File: src/rtl/count_mon_pkg.sv
// Shared types and default widths for the counter wrap-around monitor.
package count_mon_pkg;

    typedef enum logic [1:0] {
        IDLE  = 2'd0,
        ARMED = 2'd1,
        ALARM = 2'd2
    } mon_state_t;

    localparam int CNT_W_DEF  = 4;
    localparam int WRAP_W_DEF = 8;

endpackage

File: src/rtl/wrap_detect.sv
// Remembers the previous enabled count sample and flags a wrap when the
// count moves backwards (modulo 2^CNT_W) between two consecutive enabled samples.
module wrap_detect
    import count_mon_pkg::*;
#(
    parameter int CNT_W = CNT_W_DEF
) (
    input  logic             clk,
    input  logic             reset,
    input  logic             enable,
    input  logic [CNT_W-1:0] count_in,
    output logic             wrap
);

    logic [CNT_W-1:0] prev_q;
    logic             prev_valid;

    // Previous-sample register; validity drops whenever monitoring pauses.
    always_ff @(posedge clk or negedge reset) begin
        if (!reset) begin
            prev_q     <= '0;
            prev_valid <= 1'b0;
        end else begin
            prev_valid <= enable;
            if (enable) begin
                prev_q <= count_in;
            end
        end
    end

    assign wrap = enable & prev_valid & (count_in < prev_q);

endmodule

File: src/rtl/count_wrap_monitor.sv
// Counts wrap-arounds of a free-running counter into a saturating accumulator
// and raises a held alarm when the accumulator reaches a programmable level.
module count_wrap_monitor
    import count_mon_pkg::*;
#(
    parameter int CNT_W  = CNT_W_DEF,
    parameter int WRAP_W = WRAP_W_DEF
) (
    input  logic              clk,
    input  logic              reset,
    input  logic              enable,
    input  logic [CNT_W-1:0]  count_in,
    input  logic [WRAP_W-1:0] threshold,
    input  logic              alarm_ack,
    output logic              wrap_pulse,
    output logic [WRAP_W-1:0] wrap_count,
    output logic              alarm,
    output logic              overflow,
    output logic [1:0]        state
);

    mon_state_t        state_r;
    mon_state_t        state_next_s;
    logic [WRAP_W-1:0] wrap_count_r;
    logic [WRAP_W-1:0] count_base_s;
    logic [WRAP_W:0]   count_inc_s;
    logic [WRAP_W-1:0] count_next_s;
    logic              overflow_r;
    logic              overflow_next_s;
    logic              wrap_pulse_r;
    logic              alarm_r;
    logic              wrap_s;
    logic              ack_clear_s;
    logic              thr_hit_s;

    wrap_detect #(.CNT_W(CNT_W)) u_wrap_detect (
        .clk      (clk),
        .reset    (reset),
        .enable   (enable),
        .count_in (count_in),
        .wrap     (wrap_s)
    );

    // Accumulator update: an acknowledge clears first, then a coincident wrap counts.
    always_comb begin
        ack_clear_s     = (state_r == ALARM) && alarm_ack;
        count_base_s    = ack_clear_s ? '0 : wrap_count_r;
        count_inc_s     = {1'b0, count_base_s} + {{WRAP_W{1'b0}}, 1'b1};
        count_next_s    = count_base_s;
        overflow_next_s = overflow_r;
        if (wrap_s) begin
            if (count_inc_s[WRAP_W]) begin
                overflow_next_s = 1'b1;
            end else begin
                count_next_s = count_inc_s[WRAP_W-1:0];
            end
        end else begin
            count_next_s = count_base_s;
        end
        thr_hit_s = (threshold != '0) && (count_next_s >= threshold);
    end

    // Next-state logic; ALARM is left only through an acknowledge.
    always_comb begin
        state_next_s = state_r;
        case (state_r)
            IDLE: begin
                if (enable) state_next_s = ARMED;
                else        state_next_s = IDLE;
            end
            ARMED: begin
                if (!enable)        state_next_s = IDLE;
                else if (thr_hit_s) state_next_s = ALARM;
                else                state_next_s = ARMED;
            end
            ALARM: begin
                if (alarm_ack) state_next_s = enable ? ARMED : IDLE;
                else           state_next_s = ALARM;
            end
            default: state_next_s = IDLE;
        endcase
    end

    // State, accumulator and output registers.
    always_ff @(posedge clk or negedge reset) begin
        if (!reset) begin
            state_r      <= IDLE;
            wrap_count_r <= '0;
            overflow_r   <= 1'b0;
            wrap_pulse_r <= 1'b0;
            alarm_r      <= 1'b0;
        end else begin
            state_r      <= state_next_s;
            wrap_count_r <= count_next_s;
            overflow_r   <= overflow_next_s;
            wrap_pulse_r <= wrap_s;
            alarm_r      <= (state_next_s == ALARM);
        end
    end

    assign wrap_pulse = wrap_pulse_r;
    assign wrap_count = wrap_count_r;
    assign alarm      = alarm_r;
    assign overflow   = overflow_r;
    assign state      = state_r;

endmodule

File: config.mk
export PLATFORM = sky130hd
export DESIGN_NAME = count_wrap_monitor
export DESIGN_NICKNAME = d
export VERILOG_FILES = /design/src/rtl/count_mon_pkg.sv /design/src/rtl/wrap_detect.sv /design/src/rtl/count_wrap_monitor.sv
export SDC_FILE = /design/constraint.sdc
export NUM_CORES = 1
export LEC_CHECK = 0
export ABC_CLOCK_PERIOD_IN_PS = 5100
export BUFFER_PORTS_ARGS = -buffer_cell sky130_fd_sc_hd__buf_2
export CAP_MARGIN = 0
export CORE_MARGIN = 1.5
export CORE_UTILIZATION = 45
export DETAILED_ROUTE_END_ITERATION = 10
export HOLD_SLACK_MARGIN = 0.05
export PLACE_DENSITY = 0.75
export SLEW_MARGIN = 20
export SYNTH_ARGS = -nofsm -noshare
export SYNTH_HDL_FRONTEND = slang
export SYNTH_SLANG_ARGS = --single-unit
File: constraint.sdc
create_clock -name clk -period 5.1 [get_ports clk]
set_input_delay 0.765 -clock clk [delete_from_list [all_inputs] [get_ports clk]]
set_output_delay 0.765 -clock clk [all_outputs]
set_load 0.01 [all_outputs]
==> key figures <==
Run status
  • Status: complete, no violations

Global routing
  • Met1 Use GR: 24.82%
  • First-pass GRT wire length: 3912 um
  • Total congestion overflow: 0
  • Most used routing layer: met2
  • Gr usage total: 19.72%
  • M3 GR Usage: 2.571%
  • Vias in the first global route: 890
  • Number of antenna violations at the first check in global routing: 0
  • Met2 Resource Use GR: 32.50%
  • Largest net degree at the start of global routing: 19

Job
  • Max_cap viols: 0

Final layout
  • Commonest cells after routing, fill and taps aside: buf_2 (28), dfrtp_1 (18), inv_1 (16)
  • Layout cells sized above 1: 25.85%
  • Final nets: 176
  • Ant diodes: 0
  • Most common cell after layout, fill and taps aside: buf_2
  • Area Growth Syn to Fin: 18.75%

Critical path
  • Family with the most delay on the worst path: simple AND/OR/NAND/NOR gates
  • Worst path slowest cell: or4_1
  • WS Path Type: in -> reg
  • Slowest stage delay, CP: 0.40 ns
  • Buf+Inv Stages, Crit Path: 1
  • Worst path required time: 5.30 ns
  • Critical path fanouts, max: 7
  • Startpoint types: input port
  • Crit end category: flop
  • Cells along the critical path: buf_2, nand3b_1, and2_1, ha_1, and3_1, nand3_1, nor2_1, or4_1, a21oi_1, ha_1, nor3_1, a221oi_1, o211ai_1, and3_1
  • Arr. time, crit path: 3.58 ns

Die
  • Core Rows: 17
  • I/O pin count: 29
  • Die Wd: 52.47 um
  • CORE AREA: 0.002255 mm2
  • DIE AREA: 0.002753 mm2
  • Die height: 52.47 um
  • Initial core utilization: 48.83%

STA
  • Slew Viols, Final: 0
  • Setup-failing EPs final: 0
  • Final Skew: 0.004095 ns
  • Worst slew pin tran: 0.7145 ns
  • RSZ-0062 raised after global routing: false
  • Worst Hold Slack: 0.3657 ns
  • Fmax: 296.5 MHz
  • Hold Fails Final Rpt: 0
  • Setup TNS: 0 ns
  • Period utilization: 66.14%
  • Worst slew margin: 52.26%
  • Fin crit period: 3.373 ns

Worst hold path
  • Hold WC Path Type: in -> async

Synthesis
  • Post-Syn Instances: 116
  • Post-Syn Area per Cell: 9.492 um2
  • Synth Register Bits: 18
  • Syn Nets: 144
  • Yosys top cell by area: dfrtp_1
  • Top-area cell type share of the netlist area: 40.91%
  • Synth area leaders: dfrtp_1 (41%), ha_1 (14%), inv_1 (5.5%)
  • Distinct cells, synth: 34
  • Mapped Area: 0.001101 mm2
  • YS warnings: 0
  • Register area share after synthesis: 40.91%

Placed design
  • Detailed placement HPWL: 1816 um
  • Port Buffer Count: 28
  • Routability cong.: 0.8979

Clock network
  • H-tree lvl count: 1
  • Clk buf depth: 2
  • Hold_buf cts: 0
  • Cts bufs inserted: 3
  • Setup Buffers After CTS: 0
  • Post-cts sizing count: 0
  • Clk slew on worst S/H paths: 0.10 ns
  • Worst-Skew Late Latency: 0.30 ns
  • CTS tree: yes
  • Clock sinks: 18
  • CTS root buf: clkbuf_4

Power and ir drop
  • Power Density: 327.8 mW/mm2
  • Leakage: 0.6629 nW
  • Flop pwr share: 44.5%
  • Worst vdd ir: 0.1751 mV
  • Gate power share: 34.8%
  • Internal power: 0.0002768 W
  • Net Switching: 0.0001518 W
  • Switching part of the total: 35.42%
  • Tot Pwr: 0.0004286 W
  • Clock Power Share: 20.7%

Routing
  • Initial drt markers: 16
  • Vias per cell: 5.434
  • Drt first pass iters: 4
  • Antenna viol nets, final: 0
  • Final WL: 2302 um
  • Drt drc: 0
  • Via count: 951
  • Routed WL per cell: 13.15 um
[metal layers]
layer,share of wire [%],wire length [um]
met1,43,983
met4,2.2,50
met3,4.7,108
met5,0,0
met2,50,1160
[power groups by stage]
stage	clock network, W	registers, W	logic [W]
2_1_floorplan	0	0.000198	0.0000883
3_3_place_gp	0	0.000193	0.000144
3_5_place_dp	0	0.000194	0.000150
4_1_cts	0.0000878	0.000191	0.000151
5_1_grt	0.0000962	0.000195	0.000171
6_report	0.0000887	0.000191	0.000149
[through the flow]
step | cells | instance area (um2) | util, % | setup WS, ns
global placement | 171 | 1271 | 56.38 | 1.535
global route | 175 | 1308 | 57.99 | 1.474
floorplan | 116 | 1101 | - | 1.808
finish | 175 | 1308 | 57.99 | 1.727
detailed placement | 171 | 1271 | 56.38 | 1.426
CTS | 175 | 1308 | 57.99 | 1.722
[state kept, by name (all words and copies together), names as in the netlist]
signal / count
u_wrap_detect.prev_valid: 1
wrap_pulse: 1
alarm: 1
u_wrap_detect.prev_q: 4
state: 2
overflow: 1
wrap_count: 8
[final cells by class]
| type | instances | area, um2 |
|---|---|---|
| sequential | 18 | 450.4 |
| fill | 214 | 947.2 |
| clock buffer | 4 | 36.28 |
| timing repair buffer | 28 | 140.1 |
| multi-input combinational | 81 | 585.6 |
| inverter | 16 | 60.06 |
| tap | 28 | 35.03 |
[cell families (layout without fill, tap and decap cells)]
kind of cell / after synthesis / in the layout / share of synthesized area (%)
AOI/OAI and AO/OA: 24 / 24 / 15.34
xor gates and xnor gates: 3 / 3 / 2.387
adders and majority gates: 12 / 12 / 13.64
buffers and inverters: 17 / 48 / 5.909
DFF: 18 / 18 / 40.91
muxes: 2 / 2 / 2.045
and+or+nand+nor: 40 / 40 / 19.77
[Yosys cell counts, drive strengths merged]
master	instances
mux2	2
a311oi	1
a21oi	4
buf	1
and4	1
nor3b	2
o41ai	1
a211oi	1
nand3	5
dfrtp	18
nand4	2
and2	2
or2	1
xnor2	3
o2bb2ai	2
nand2b	2
nor4	2
o211ai	1
o311ai	1
and3	2
nand3b	1
nor3	2
o31ai	2
inv	16
a221oi	1
a31o	1
a41oi	1
or4	2
o21ai	8
nand2	10
nor2	6
ha	12
[final timing paths]
check	start	to	slack [ns]	depth (start not counted)
min reg2reg	overflow$_DFFE_PN0P_	overflow$_DFFE_PN0P_	0.49	1
max in group asynchronous	reset	overflow$_DFFE_PN0P_	4.46	1
min	reset	u_wrap_detect.prev_q[1]$_DFFE_PN0P_	0.37	1
max	alarm_ack	state[0]$_DFF_PN0_	1.73	14
max reg2reg	state[0]$_DFF_PN0_	state[0]$_DFF_PN0_	1.75	13
min in group clk	overflow$_DFFE_PN0P_	overflow$_DFFE_PN0P_	0.49	1
Power figures use the tool's default switching activity.
